<file path="src/rtl/trap_ctrl.sv">
`default_nettype none
// ============================================================================
// Module   : trap_ctrl
// Purpose  : Machine-mode trap sequencer. Picks one trap source in IDLE
//            (exception > MRET > interrupt), latches its kind, cause and PC,
//            stalls the pipeline until it drains, emits one commit strobe to
//            the CSR block, then hands a redirect target to fetch.
// Ports    : clk, reset             - clock, async active-high reset
//            mip, mie, MIE          - interrupt pending/enable/global enable
//            mtvec, mepc            - trap vector and return address
//            exc_valid/code/pc      - synchronous exception request
//            mret_valid, int_pc     - MRET retiring, PC of next instruction
//            flush_req, drain_ack   - pipeline stall/flush handshake
//            int/exp/ret_action,
//            hw_int, int_code,
//            trap_pc                - commit strobes and context to CSRs
//            redirect_valid/pc/ready- fetch redirect handshake
// Revision : 1.0 - initial release
// ============================================================================
module trap_ctrl (
  input  logic        clk,
  input  logic        reset,
  input  logic [31:0] mip,
  input  logic [31:0] mie,
  input  logic        MIE,
  input  logic [31:0] mtvec,
  input  logic [31:0] mepc,
  input  logic        exc_valid,
  input  logic [4:0]  exc_code,
  input  logic [31:0] exc_pc,
  input  logic        mret_valid,
  input  logic [31:0] int_pc,
  output logic        flush_req,
  input  logic        drain_ack,
  output logic        int_action,
  output logic        exp_action,
  output logic        ret_action,
  output logic        hw_int,
  output logic [4:0]  int_code,
  output logic [31:0] trap_pc,
  output logic        redirect_valid,
  output logic [31:0] redirect_pc,
  input  logic        redirect_ready
);

  typedef enum logic [1:0] {
    ST_IDLE     = 2'd0,
    ST_DRAIN    = 2'd1,
    ST_COMMIT   = 2'd2,
    ST_REDIRECT = 2'd3
  } state_t;

  typedef enum logic [1:0] {
    KIND_NONE = 2'd0,
    KIND_EXC  = 2'd1,
    KIND_RET  = 2'd2,
    KIND_INT  = 2'd3
  } kind_t;

  state_t      state_q, state_d;
  kind_t       kind_q, kind_d;
  logic [4:0]  code_q, code_d;
  logic [31:0] pc_q, pc_d;
  logic [31:0] redirect_pc_q, redirect_pc_d;

  // Only the external (11), software (3) and timer (7) lines are serviced.
  logic        irq_ext, irq_sw, irq_tmr, irq_pending;
  logic [4:0]  irq_code;
  logic        irq_still_pending;
  logic [31:0] vec_base, vec_offset;

  assign irq_ext     = mip[11] & mie[11];
  assign irq_sw      = mip[3]  & mie[3];
  assign irq_tmr     = mip[7]  & mie[7];
  assign irq_pending = MIE & (irq_ext | irq_sw | irq_tmr);

  always_comb begin
    irq_code = 5'd7;
    if (irq_ext) begin
      irq_code = 5'd11;
    end else if (irq_sw) begin
      irq_code = 5'd3;
    end
  end

  // The latched cause is the bit index, so it selects the line to re-check.
  assign irq_still_pending = MIE & mip[code_q] & mie[code_q];

  assign vec_base   = {mtvec[31:2], 2'b00};
  assign vec_offset = {25'd0, code_q, 2'b00};

  always_comb begin
    state_d       = state_q;
    kind_d        = kind_q;
    code_d        = code_q;
    pc_d          = pc_q;
    redirect_pc_d = redirect_pc_q;
    case (state_q)
      ST_IDLE: begin
        if (exc_valid) begin
          kind_d  = KIND_EXC;
          code_d  = exc_code;
          pc_d    = exc_pc;
          state_d = ST_DRAIN;
        end else if (mret_valid) begin
          kind_d  = KIND_RET;
          code_d  = 5'd0;
          pc_d    = 32'd0;
          state_d = ST_DRAIN;
        end else if (irq_pending) begin
          kind_d  = KIND_INT;
          code_d  = irq_code;
          pc_d    = int_pc;
          state_d = ST_DRAIN;
        end
      end
      ST_DRAIN: begin
        // A withdrawn interrupt is dropped even if the drain completes now.
        if ((kind_q == KIND_INT) && !irq_still_pending) begin
          state_d = ST_IDLE;
        end else if (drain_ack) begin
          state_d = ST_COMMIT;
        end
      end
      ST_COMMIT: begin
        if (kind_q == KIND_RET) begin
          redirect_pc_d = mepc;
        end else if ((kind_q == KIND_INT) && (mtvec[1:0] == 2'b01)) begin
          redirect_pc_d = vec_base + vec_offset;
        end else begin
          redirect_pc_d = vec_base;
        end
        state_d = ST_REDIRECT;
      end
      ST_REDIRECT: begin
        if (redirect_ready) begin
          state_d = ST_IDLE;
        end
      end
      default: state_d = ST_IDLE;
    endcase
  end

  always_ff @(posedge clk or posedge reset) begin
    if (reset) begin
      state_q       <= ST_IDLE;
      kind_q        <= KIND_NONE;
      code_q        <= 5'd0;
      pc_q          <= 32'd0;
      redirect_pc_q <= 32'd0;
    end else begin
      state_q       <= state_d;
      kind_q        <= kind_d;
      code_q        <= code_d;
      pc_q          <= pc_d;
      redirect_pc_q <= redirect_pc_d;
    end
  end

  logic in_commit;
  assign in_commit      = (state_q == ST_COMMIT);
  assign flush_req      = (state_q != ST_IDLE);
  assign int_action     = in_commit & (kind_q == KIND_INT);
  assign exp_action     = in_commit & (kind_q == KIND_EXC);
  assign ret_action     = in_commit & (kind_q == KIND_RET);
  assign hw_int         = int_action;
  assign int_code       = in_commit ? code_q : 5'd0;
  assign trap_pc        = in_commit ? pc_q : 32'd0;
  assign redirect_valid = (state_q == ST_REDIRECT);
  assign redirect_pc    = redirect_pc_q;

endmodule
`default_nettype wire

</file>
<file path="config.mk">
export PLATFORM = sky130hd
export DESIGN_NAME = trap_ctrl
export DESIGN_NICKNAME = d
export VERILOG_FILES = /design/src/rtl/trap_ctrl.sv
export SDC_FILE = /design/constraint.sdc
export NUM_CORES = 1
export LEC_CHECK = 0
export ABC_CLOCK_PERIOD_IN_PS = 2400
export CORE_ASPECT_RATIO = 0.8
export CORE_UTILIZATION = 34
export CTS_CLUSTER_DIAMETER = 80
export DETAILED_ROUTE_END_ITERATION = 7
export GPL_ROUTABILITY_DRIVEN = 0
export GPL_TIMING_DRIVEN = 0
export HOLD_SLACK_MARGIN = 0.15
export PLACE_DENSITY_LB_ADDON = 0.2
export SETUP_SLACK_MARGIN = 0.02
export SYNTH_ARGS = -nofsm -noshare
export SYNTH_HDL_FRONTEND = slang
export SYNTH_SLANG_ARGS = --single-unit
</file>
<file path="constraint.sdc">
create_clock -name clk -period 2.4 [get_ports clk]
set_input_delay 0.72 -clock clk [delete_from_list [all_inputs] [get_ports clk]]
set_output_delay 0.72 -clock clk [all_outputs]
set_load 0.02 [all_outputs]
</file>
==> reports/metrics.yaml <==
outcome: "finished, final reports clean"
start_kind: "input port"
setup_ws_ns: 0.05797
wl_per_cell_um: 17.48
hold-path-endpoint: "redirect_pc[3]"
powerDensity_nw_per_um2: 1028
yosysUniqueCellTypes: 52
multi_input_area_um2: 2780
min_period_ns: 2.342
die_area_um2: 14030
final_cells: 1035
p_int_w: 0.004902
cts-htree-levels: 3
fmax_ghz: 0.4270
worstReg2RegEnd: "redirect_pc[28]"
synth_area_um2: 4608
grt_pass1_vias: 5487
synth.ff_latch_count: 73
slew_headroom_pct: 46.23
crit_fanout: 5
vias: 5434
wl_mm: 18.09
crit_type: "in -> reg"
clock_latency_ns: 0.34
final_nets: 1066
clock_path_buffers: 2
leakagePower_nw: 3.391
reg2reg_from: "code_q[0]"
holdWs_ns: 0.4854
antenna_found_initial: 0
syn_inst: 550
seq_area_frac_synth_pct: 39.64
ir_drop_mv: 0.4689
reg2regPathDepth: 10
core_area_um2: 13060
gr-usage-all-layers_pct: 25.89
root_buffer: "clkbuf_16"
finalCritPeriodShare_pct: 97.58
portBuffers: 278
synth_fp_nets: 760
io_pins: 279
p_seq_share_pct: 26.9
grt_max_degree: 40
ant_nets: 0
tightest_slew_ns: 0.8049
cts_inserted_buffers: 9
cts_tree: "yes"
syn_avg_cell_area_um2: 8.378
cts.clk_slew.worst_paths_ns: 0.06
end_kind: "register"
maxCapViolCount: 0
fp.dieH_um: 106.1
grt-ovfl-total: 0
required_ns: 2.63
async_reset_ff_share_pct: 100.0
ys_warn_count: 0
power_frac_comb_pct: 57.0
grt_pass1_wl_mm: 28.15
fillers: 1153
synth_ff_type: "dfrtp_1"
layout_commonest_cell: "clkdlybuf4s50_1"
hold_path_depth: 2
finalSetupViolations: 0
initialDrtViolationCount: 333
final_cell_mix: "clkdlybuf4s50_1, dfrtp_1, nor2_1"
dpl.hpwl_mm: 13.98
start_util_pct: 35.30
holdCritStartpoint: "redirect_pc[3]"
p_sw_w: 0.003494
first_pass_iters: 4
drive_gt1_share_pct: 15.58
rows: 37
hold_violations: 0
hold_buffers: 0
die_width_um: 132.2
antenna_cells: 0
dp_cells: 1004
register_area_um2: 1831
maxSlewViolCount: 0
p_sw_share_pct: 41.62
rrSetupSlack_ns: 0.17
synth_edf_count: 0
clock_skew_ns: 0.007751
hold_path.class: "reg -> reg"
cts_sinks: 73
detailedPlace.worstSlack_ns: -0.8689
area.growth.synth_to_final_pct: 77.30
avgViaCountPerCell: 5.250
rsz0062_at_grt: "yes"
worstPathArrival_ns: 2.57
p_clk_share_pct: 16.1
drc: 0
-- routing by layer --
metal / vias to the layer above / wire [µm] / global-route usage (%) / part of all wire [%]
met1: 2564 / 7789 / 32.03 / 43
li1: 2606 / - / - / -
met4: 0 / 327 / 8.306 / 1.8
met5: - / 0 / 0 / 0
met3: 26 / 1149 / 5.103 / 6.4
met2: 238 / 8821 / 45.28 / 49
-- area by class of cell --
cell class / instances / area share (%)
Timing Repair Buffer: 299 / 34.17
Multi-Input combinational cell: 430 / 34.03
Sequential cell: 73 / 22.40
Clock buffer: 10 / 2.925
Buffer: 35 / 2.695
Tap cell: 175 / 2.680
Clock inverter: 5 / 0.6891
Inverter: 8 / 0.4135
-- cells in the mapped netlist (4+ instances only) --
cell / number / area [µm²]
and3_1: 6 / 37.54
a21oi_1: 54 / 270.3
clkbuf_1: 30 / 112.6
xor2_1: 17 / 148.9
a211oi_1: 5 / 37.54
nand3_1: 22 / 110.1
dfrtp_1: 73 / 1827
and2_1: 40 / 250.2
ha_1: 5 / 62.56
or3_1: 5 / 31.28
buf_2: 5 / 25.02
o21ai_1: 28 / 140.1
inv_1: 8 / 30.03
buf_4: 4 / 30.03
nand2_1: 45 / 168.9
nor3_1: 4 / 20.02
xnor2_1: 5 / 43.79
o21ai_0: 16 / 80.08
nor2_1: 59 / 221.5
a22oi_1: 49 / 367.9
nand4_1: 11 / 68.82
nand3b_1: 4 / 30.03
-- power groups by stage --
stage                     sequential, W  clock (W)  combinational (W)
after detailed placement        0.00227          0            0.00447
after floorplan                 0.00247          0            0.00225
after CTS                       0.00226    0.00138            0.00477
final                           0.00226    0.00135            0.00479
after global routing            0.00234    0.00143            0.00519
after global placement          0.00223          0            0.00437
-- what timing repair did --
action	4_1_cts	5_1_grt
setup endpoints to repair	104	100
cloned	0	0
pin swaps	11	12
setup buffers	15	5
resized for setup	196	56
-- cell families after synthesis --
| kind of cell | after synthesis | synth area share (%) |
|---|---|---|
| buf+inv | 47 | 4.290 |
| xor+xnor | 22 | 4.181 |
| mux | 4 | 0.8960 |
| flops | 73 | 39.64 |
| simple gates | 216 | 24.17 |
| fa+ha+maj | 6 | 1.792 |
| compound gates | 182 | 25.03 |
-- sequential cells by signal, summed over array words and instances (netlist names), named ones only --
name	cells
redirect_pc	32
kind_q	2
state_q	1
code_q	5
pc_q	32
-- per-stage QoR --
stage | instance area [µm²] | util [%] | total power (W) | setup TNS (ns)
floorplan | 4632 | - | 0.004723 | 0
global placement | 7634 | 58.47 | 0.006603 | -57.92
detailed placement | 7654 | 58.63 | 0.006740 | -57.73
CTS | 8204 | 62.84 | 0.008414 | 0
global route | 8170 | 62.58 | 0.008957 | -0.03448
finish | 8170 | 62.58 | 0.008396 | 0
-- critical path, stage by stage --
cell and delay, ns:
clkdlybuf4s50_1 0.49, ha_4 0.33, inv_1 0.10, o21ba_4 0.27, o311ai_2 0.27, o41ai_1 0.12
a221o_1 0.26
-- worst max-delay path by stage --
stage,endpoint,slack (ns),cells after the start,start
4_1_cts,int_code[0],0.02,6,register
6_report,redirect_pc[14],0.06,7,mtvec[6]
3_3_place_gp,int_action,-0.89,6,register
3_5_place_dp,int_action,-0.87,6,register
2_1_floorplan,redirect_pc[22],0.03,8,mtvec[2]
5_1_grt,redirect_pc[14],-0.03,7,mtvec[6]
(Power assumes the default switching activity.)
